<file path="src/rtl/cpu_sequencer_if.sv">
// -----------------------------------------------------------------------------
// cpu_sequencer_if
//
// Control bundle between the accumulator-CPU sequencer and its datapath.
//
// Parameters
//   CNT_W    width of the cycle / retired-instruction counters
//   ALUOP_W  width of the ALU operation select
//
// Signals
//   opcode               IR[7:5] of the instruction being executed
//   acc_zero             accumulator == 0
//   ir_load              latch instruction-memory output into IR
//   pc_en                PC <= PC + 1
//   pc_load              PC <= IR[4:0]
//   jmp                  jump taken (qualifies pc_load)
//   halt                 CPU halted
//   memIns_en            instruction memory read enable
//   memDa_en             data memory enable
//   memDa_we             data memory write enable (only with memDa_en)
//   accumulator_load     accumulator captures ALU result
//   accumulator_control  ALU operation select
//   cycle_count          cycles spent executing
//   instr_count          retired instructions
//
// Modports
//   master  sequencer side: drives the control bundle and counters
//   slave   datapath side: drives opcode and acc_zero
// -----------------------------------------------------------------------------
interface cpu_sequencer_if #(
  parameter int CNT_W   = 16,
  parameter int ALUOP_W = 3
);

  logic [2:0]         opcode;
  logic               acc_zero;

  logic               ir_load;
  logic               pc_en;
  logic               pc_load;
  logic               jmp;
  logic               halt;
  logic               memIns_en;
  logic               memDa_en;
  logic               memDa_we;
  logic               accumulator_load;
  logic [ALUOP_W-1:0] accumulator_control;

  logic [CNT_W-1:0]   cycle_count;
  logic [CNT_W-1:0]   instr_count;

  modport master (
    input  opcode,
    input  acc_zero,
    output ir_load,
    output pc_en,
    output pc_load,
    output jmp,
    output halt,
    output memIns_en,
    output memDa_en,
    output memDa_we,
    output accumulator_load,
    output accumulator_control,
    output cycle_count,
    output instr_count
  );

  modport slave (
    output opcode,
    output acc_zero,
    input  ir_load,
    input  pc_en,
    input  pc_load,
    input  jmp,
    input  halt,
    input  memIns_en,
    input  memDa_en,
    input  memDa_we,
    input  accumulator_load,
    input  accumulator_control,
    input  cycle_count,
    input  instr_count
  );

endinterface : cpu_sequencer_if

</file>
<file path="src/rtl/cpu_sequencer.sv">
// -----------------------------------------------------------------------------
// cpu_sequencer
//
// Multi-cycle control FSM for the 8-bit accumulator CPU (opcode[7:5],
// addr[4:0]). Walks every instruction through FETCH, DECODE, EXEC and, for
// instructions that read data memory, MEMRD, driving the datapath control
// bundle. Also keeps saturating cycle and retired-instruction counters so the
// CPI of a program can be measured.
//
// Configuration macro
//   CPU_SEQ_STEP_EN  when defined, adds single-step ports step_mode/step and a
//                    WAIT state inserted in front of every FETCH while
//                    step_mode is 1. Undefined (default): free-running.
//
// Parameters
//   CNT_W    counter width (must match the interface instance)
//   ALUOP_W  ALU op width (must match the interface instance)
//
// Ports
//   clk        system clock, rising edge
//   rst        asynchronous, active-high reset
//   step_mode  (CPU_SEQ_STEP_EN only) hold in WAIT before each fetch
//   step       (CPU_SEQ_STEP_EN only) release WAIT -> FETCH
//   bus        cpu_sequencer_if.master: opcode/acc_zero in, control and
//              counters out
//
// Outputs are decoded from the current state and opcode rather than
// registered: the opcode only becomes valid once EXEC has been entered, so an
// EXEC-phase output cannot be prepared a cycle early.
// -----------------------------------------------------------------------------
module cpu_sequencer #(
  parameter int CNT_W   = 16,
  parameter int ALUOP_W = 3
) (
  input  logic clk,
  input  logic rst,
`ifdef CPU_SEQ_STEP_EN
  input  logic step_mode,
  input  logic step,
`endif
  cpu_sequencer_if.master bus
);

  typedef enum logic [2:0] {
    OP_HLT = 3'd0,
    OP_SKZ = 3'd1,
    OP_ADD = 3'd2,
    OP_AND = 3'd3,
    OP_XOR = 3'd4,
    OP_LDA = 3'd5,
    OP_STO = 3'd6,
    OP_JMP = 3'd7
  } opcode_e;

  typedef enum logic [2:0] {
    ST_IDLE,
    ST_FETCH,
    ST_DECODE,
    ST_EXEC,
    ST_MEMRD,
    ST_HALTED
`ifdef CPU_SEQ_STEP_EN
    , ST_WAIT
`endif
  } state_e;

  localparam logic [CNT_W-1:0] CNT_MAX = {CNT_W{1'b1}};

  state_e             state;
  state_e             next_state;
  state_e             fetch_next;
  opcode_e            op;

  logic               ir_load;
  logic               pc_en;
  logic               pc_load;
  logic               jmp;
  logic               halt;
  logic               mem_ins_en;
  logic               mem_da_en;
  logic               mem_da_we;
  logic               acc_load;
  logic [ALUOP_W-1:0] acc_ctrl;

  // Set on the last phase of an instruction; the edge leaving it retires it.
  logic               last_phase;
  // Set in every state whose cycles count toward CPI.
  logic               active;

  logic [CNT_W-1:0]   cycle_cnt;
  logic [CNT_W-1:0]   instr_cnt;

  assign op = opcode_e'(bus.opcode);

  // Every entry into FETCH goes through here so single-step mode can divert
  // it into WAIT.
`ifdef CPU_SEQ_STEP_EN
  assign fetch_next = step_mode ? ST_WAIT : ST_FETCH;
`else
  assign fetch_next = ST_FETCH;
`endif

  always_comb begin
    // NOTE: every signal written here gets a default first; a path through
    // the case that skipped an assignment would otherwise infer a latch.
    next_state = state;
    ir_load    = 1'b0;
    pc_en      = 1'b0;
    pc_load    = 1'b0;
    jmp        = 1'b0;
    halt       = 1'b0;
    mem_ins_en = 1'b0;
    mem_da_en  = 1'b0;
    mem_da_we  = 1'b0;
    acc_load   = 1'b0;
    acc_ctrl   = '0;
    last_phase = 1'b0;
    active     = 1'b0;

    unique case (state)
      ST_IDLE: begin
        next_state = fetch_next;
      end

      // Instruction RAM is synchronous: data is available in DECODE.
      ST_FETCH: begin
        active     = 1'b1;
        mem_ins_en = 1'b1;
        next_state = ST_DECODE;
      end

      ST_DECODE: begin
        active     = 1'b1;
        ir_load    = 1'b1;
        pc_en      = 1'b1;
        next_state = ST_EXEC;
      end

      ST_EXEC: begin
        active     = 1'b1;
        last_phase = 1'b1;
        next_state = fetch_next;
        unique case (op)
          OP_HLT: begin
            halt       = 1'b1;
            next_state = ST_HALTED;
          end
          // Skip the next instruction by bumping PC a second time.
          OP_SKZ: pc_en = bus.acc_zero;
          OP_JMP: begin
            pc_load = 1'b1;
            jmp     = 1'b1;
          end
          OP_STO: begin
            mem_da_en = 1'b1;
            mem_da_we = 1'b1;
          end
          // ADD/AND/XOR/LDA: data RAM read now, result lands in MEMRD.
          OP_ADD, OP_AND, OP_XOR, OP_LDA: begin
            mem_da_en  = 1'b1;
            last_phase = 1'b0;
            next_state = ST_MEMRD;
          end
        endcase
      end

      ST_MEMRD: begin
        active     = 1'b1;
        last_phase = 1'b1;
        acc_load   = 1'b1;
        acc_ctrl   = ALUOP_W'(bus.opcode);
        next_state = fetch_next;
      end

      ST_HALTED: begin
        halt = 1'b1;
      end

`ifdef CPU_SEQ_STEP_EN
      // Counters hold here; step_mode dropping releases the wait as well.
      ST_WAIT: begin
        if (step || !step_mode) next_state = ST_FETCH;
      end
`endif

      default: begin
        next_state = ST_IDLE;
      end
    endcase
  end

  always_ff @(posedge clk or posedge rst) begin
    if (rst) begin
      state     <= ST_IDLE;
      cycle_cnt <= '0;
      instr_cnt <= '0;
    end else begin
      // NOTE: sequential state is updated with non-blocking assignments so
      // every register here sees pre-edge values of the others.
      state <= next_state;
      if (active && (cycle_cnt != CNT_MAX)) cycle_cnt <= cycle_cnt + 1'b1;
      if (last_phase && (instr_cnt != CNT_MAX)) instr_cnt <= instr_cnt + 1'b1;
    end
  end

  assign bus.ir_load             = ir_load;
  assign bus.pc_en               = pc_en;
  assign bus.pc_load             = pc_load;
  assign bus.jmp                 = jmp;
  assign bus.halt                = halt;
  assign bus.memIns_en           = mem_ins_en;
  assign bus.memDa_en            = mem_da_en;
  assign bus.memDa_we            = mem_da_we;
  assign bus.accumulator_load    = acc_load;
  assign bus.accumulator_control = acc_ctrl;
  assign bus.cycle_count         = cycle_cnt;
  assign bus.instr_count         = instr_cnt;

endmodule : cpu_sequencer

</file>
<file path="src/flat_wrapper.sv">
// flat-port wrapper written by rule: the top's interface ports become plain ports
module cpu_sequencer_flat 
#(
  parameter int CNT_W   = 16,
  parameter int ALUOP_W = 3
)
  (clk, rst, bus_opcode, bus_acc_zero, bus_ir_load, bus_pc_en, bus_pc_load, bus_jmp, bus_halt, bus_memIns_en, bus_memDa_en, bus_memDa_we, bus_accumulator_load, bus_accumulator_control, bus_cycle_count, bus_instr_count);
  cpu_sequencer_if #(.CNT_W(CNT_W), .ALUOP_W(ALUOP_W)) bus_i ();
  input  logic clk;
  input  logic rst;
  input wire logic [$bits(bus_i.opcode)-1:0] bus_opcode;
  input wire logic [$bits(bus_i.acc_zero)-1:0] bus_acc_zero;
  output wire logic [$bits(bus_i.ir_load)-1:0] bus_ir_load;
  output wire logic [$bits(bus_i.pc_en)-1:0] bus_pc_en;
  output wire logic [$bits(bus_i.pc_load)-1:0] bus_pc_load;
  output wire logic [$bits(bus_i.jmp)-1:0] bus_jmp;
  output wire logic [$bits(bus_i.halt)-1:0] bus_halt;
  output wire logic [$bits(bus_i.memIns_en)-1:0] bus_memIns_en;
  output wire logic [$bits(bus_i.memDa_en)-1:0] bus_memDa_en;
  output wire logic [$bits(bus_i.memDa_we)-1:0] bus_memDa_we;
  output wire logic [$bits(bus_i.accumulator_load)-1:0] bus_accumulator_load;
  output wire logic [$bits(bus_i.accumulator_control)-1:0] bus_accumulator_control;
  output wire logic [$bits(bus_i.cycle_count)-1:0] bus_cycle_count;
  output wire logic [$bits(bus_i.instr_count)-1:0] bus_instr_count;
  assign bus_i.opcode = bus_opcode;
  assign bus_i.acc_zero = bus_acc_zero;
  assign bus_ir_load = bus_i.ir_load;
  assign bus_pc_en = bus_i.pc_en;
  assign bus_pc_load = bus_i.pc_load;
  assign bus_jmp = bus_i.jmp;
  assign bus_halt = bus_i.halt;
  assign bus_memIns_en = bus_i.memIns_en;
  assign bus_memDa_en = bus_i.memDa_en;
  assign bus_memDa_we = bus_i.memDa_we;
  assign bus_accumulator_load = bus_i.accumulator_load;
  assign bus_accumulator_control = bus_i.accumulator_control;
  assign bus_cycle_count = bus_i.cycle_count;
  assign bus_instr_count = bus_i.instr_count;
  cpu_sequencer #(.CNT_W(CNT_W), .ALUOP_W(ALUOP_W)) u_core (.clk(clk), .rst(rst), .bus(bus_i));
endmodule
</file>
<file path="config.mk">
export PLATFORM = sky130hd
export DESIGN_NAME = cpu_sequencer_flat
export DESIGN_NICKNAME = d
export VERILOG_FILES = /design/src/rtl/cpu_sequencer_if.sv /design/src/rtl/cpu_sequencer.sv /design/src/flat_wrapper.sv
export SDC_FILE = /design/constraint.sdc
export NUM_CORES = 1
export LEC_CHECK = 0
export CAP_MARGIN = 20
export CORE_ASPECT_RATIO = 0.8
export CORE_UTILIZATION = 52
export DETAILED_ROUTE_END_ITERATION = 10
export GPL_ROUTABILITY_DRIVEN = 0
export PLACE_DENSITY = 0.85
export REMOVE_ABC_BUFFERS = 1
export SYNTH_ARGS = -nofsm -noshare
export SYNTH_HDL_FRONTEND = slang
export SYNTH_SLANG_ARGS = --single-unit
</file>
<file path="constraint.sdc">
create_clock -name clk -period 3.7 [get_ports clk]
set_input_delay 0.555 -clock clk [delete_from_list [all_inputs] [get_ports clk]]
set_output_delay 0.555 -clock clk [all_outputs]
set_load 0.05 [all_outputs]
</file>
==> key figures <==
STA
  • RSZ-0062 raised after global routing: no
  • Hold Fails Final Rpt: 0
  • Setup Skew: 0.00516 ns
  • Peak Freq: 0.342 GHz
  • Final worst setup slack: 0.777 ns
  • Setup TNS: 0 ns
  • Slew HR: 0.649
  • Least-Margin Pin Slew: 0.526 ns
  • Final setup fails: 0
  • Slew Viols, Final: 0
  • Tcrit/Tclk final: 0.790
  • Tmin final: 2.92 ns

CTS
  • Hold-fix buffers at CTS: 0
  • CTS clock-pin slew for the worst setup and hold paths: 0.07 ns
  • CTS tree: done
  • Clock latency on the worst-skew pair: 0.28 ns
  • Clock sinks: 35
  • Total CTS buffers: 5
  • Post-CTS Repair Setup Buffers: 0
  • Post-CTS Resized: 0
  • Maximum root-to-sink buffer count: 2
  • CTS root buf: clkbuf_8
  • H-tree depth: 2

Global routing
  • First-pass GRT wire length: 6240 um
  • Grt total ovfl: 0
  • Largest net degree at the start of global routing: 27
  • Vias in the first global route: 1363
  • GRT Total Usage: 0.220
  • Initial antenna violation count: 0

Synth
  • Warnings, synthesis: 0
  • Synthesized netlist cell count: 189
  • Top_reg_cell synth: dfrtp_1
  • Yosys cell types: 46
  • Mean area per synthesized cell: 9.83 um^2
  • Seq/Total Area, Yosys: 0.471
  • FF+latch count, synth: 35
  • Mapped cell area: 0.00186 mm^2
  • Post-synth EDFFs: 0
  • Ys async rst share: 1.00

Finish
  • Final #Nets: 251
  • Fin cells: 286
  • # fillers: 289
  • Layout cells sized above 1: 0.0820
  • Area growth syn-to-layout: 33.7%
  • # diodes: 0

Placement
  • Port buffer count: 49
  • Final HPWL DP: 2820 um
  • Worst slack after detailed placement: 0.803 ns
  • Placed cell count: 277

Power
  • Leak Pwr: 1.06 nW
  • VDD IR max: 0.548 mV
  • PD cells: 729 mW/mm^2

Floorplan
  • Die height: 55.5 um
  • Die Wd: 68.8 um
  • Die ar.: 0.00382 mm^2
  • Top-level port count: 50
  • Row count: 19
  • Core area: 0.00342 mm^2
  • Initial Utilization: 0.543

Setup path
  • Biggest cell delay along the critical path: 0.79 ns
  • Crit. End Element: output pin
  • Worst path most repeated cell: clkdlybuf4s50_1
  • Slowest cell on the critical path: clkdlybuf4s50_1
  • Critical path class: primary input to output pin
  • Crit path arrival time: 2.37 ns
  • Startpoint types: primary input
  • WP data required: 3.14 ns
  • Crit path max-delay family: buffers and inverters
  • Maximum fanout along the worst path: 5
  • CP Cell Sequence: clkdlybuf4s50_1 > o41ai_1 > and2_1 > clkdlybuf4s50_1
  • CP Buf/Inv Count: 2

Min path
  • Worst Hold Class: flip-flop to flip-flop

Run
  • Max-cap check violation count: 0

Routing
  • DRC Markers: 0
  • Routed len/inst: 13.5 um
  • DRT antenna net count: 0
  • Initial drt markers: 60
  • Vias per cell: 5.53
  • Via Count: 1582
  • DRT Pass-1 Iters: 4
  • Routed WL: 3860 um

Status
  • Outcome: finished clean
sequential cells by signal, indices dropped and copies added, names as in the netlist:
signal                  flops
u_core.state                3
u_core.bus.cycle_count     16
u_core.bus.instr_count     16
layer usage:
metal	vias up	wire (um)	track usage	share of wire
li1	785	-	-	-
met3	2	246	0.0682	0.064
met2	42	1620	0.294	0.42
met5	-	0	0	0
met1	753	1980	0.348	0.51
met4	0	16	0.0437	0.0041
per-stage QoR:
step / util / hold WS, ns / power, mW / cell area, um^2
after floorplan: - / 0.531 / 1.26 / 1840
after global placement: 0.698 / 0.478 / 1.53 / 2390
after detailed placement: 0.698 / 0.487 / 1.55 / 2390
after CTS: 0.721 / 0.497 / 1.82 / 2470
after global routing: 0.726 / 0.537 / 1.92 / 2480
final: 0.726 / 0.486 / 1.81 / 2480
placed cells by master (no fill, tap or decap), types with 3 or more instances in the layout:
| cell type | instances |
|---|---|
| nand2b_1 | 3 |
| and3_1 | 8 |
| nor2_1 | 15 |
| a21oi_1 | 7 |
| nand3_1 | 13 |
| xnor2_1 | 9 |
| and2_1 | 4 |
| clkbuf_8 | 5 |
| dfrtp_1 | 35 |
| a31oi_1 | 3 |
| nand2_1 | 15 |
| and4_1 | 3 |
| clkdlybuf4s50_1 | 49 |
| nand4_1 | 6 |
| inv_1 | 5 |
| xor2_1 | 12 |
| o21a_1 | 3 |
| nor3_1 | 11 |
final timing paths:
| kind | start | depth (start not counted) | end | slack [ns] |
|---|---|---|---|---|
| worst max-delay path | bus_opcode[1] | 4 | bus_halt | 0.78 |
| worst min register to register | u_core.bus.instr_count[15] | 1 | u_core.bus.instr_count[15] | 0.49 |
| min in group asynchronous | rst | 2 | u_core.bus.cycle_count[6] | 0.63 |
| worst max register to register | u_core.state[0] | 5 | u_core.bus.instr_count[12] | 1.69 |
| max in group asynchronous | rst | 4 | u_core.bus.instr_count[3] | 2.38 |
| worst min-delay path | u_core.bus.instr_count[15] | 1 | u_core.bus.instr_count[15] | 0.49 |
cell families (layout without fill, tap and decap cells):
logic type               Yosys count  count (layout)  synth area share
AO/OA/AOI/OAI                     24              24            0.0902
XOR/XNOR                          21              21            0.0990
adder cells (fa/ha/maj)            2               2            0.0135
buffers and inverters              9              64            0.0209
flip-flops                        35              35             0.471
multiplexers                       5               5            0.0310
AND/OR/NAND/NOR                   93              93             0.274
synth_stat cells (3+ instances only):
cell type | number | share of area
a21oi_1 | 7 | 0.019
a31oi_1 | 3 | 0.010
and2_1 | 4 | 0.013
and3_1 | 8 | 0.027
and4_1 | 3 | 0.014
dfrtp_1 | 35 | 0.47
inv_1 | 5 | 0.010
nand2_1 | 15 | 0.030
nand2b_1 | 3 | 0.010
nand3_1 | 13 | 0.035
nand4_1 | 6 | 0.020
nor2_1 | 15 | 0.030
nor3_1 | 11 | 0.030
o21a_1 | 3 | 0.012
xnor2_1 | 9 | 0.042
xor2_1 | 12 | 0.057
area by class of cell:
cell class | count | area (um^2) | share of cell area
clock inverters | 1 | 5.00 | 0.00201
flip-flops and latches | 35 | 876 | 0.352
inverters | 5 | 18.8 | 0.00755
repair buffers | 51 | 513 | 0.206
well taps | 42 | 52.6 | 0.0211
clock buffers | 7 | 76.3 | 0.0307
multi-input cells | 145 | 943 | 0.380
power breakdown:
part / internal (mW) / switching (mW) / leakage [nW]
clock network: 0.132 / 0.133 / 0.0422
logic: 0.342 / 0.591 / 0.558
registers: 0.472 / 0.141 / 0.461
total: 0.946 / 0.866 / 1.06
Power figures use the tool's default switching activity.
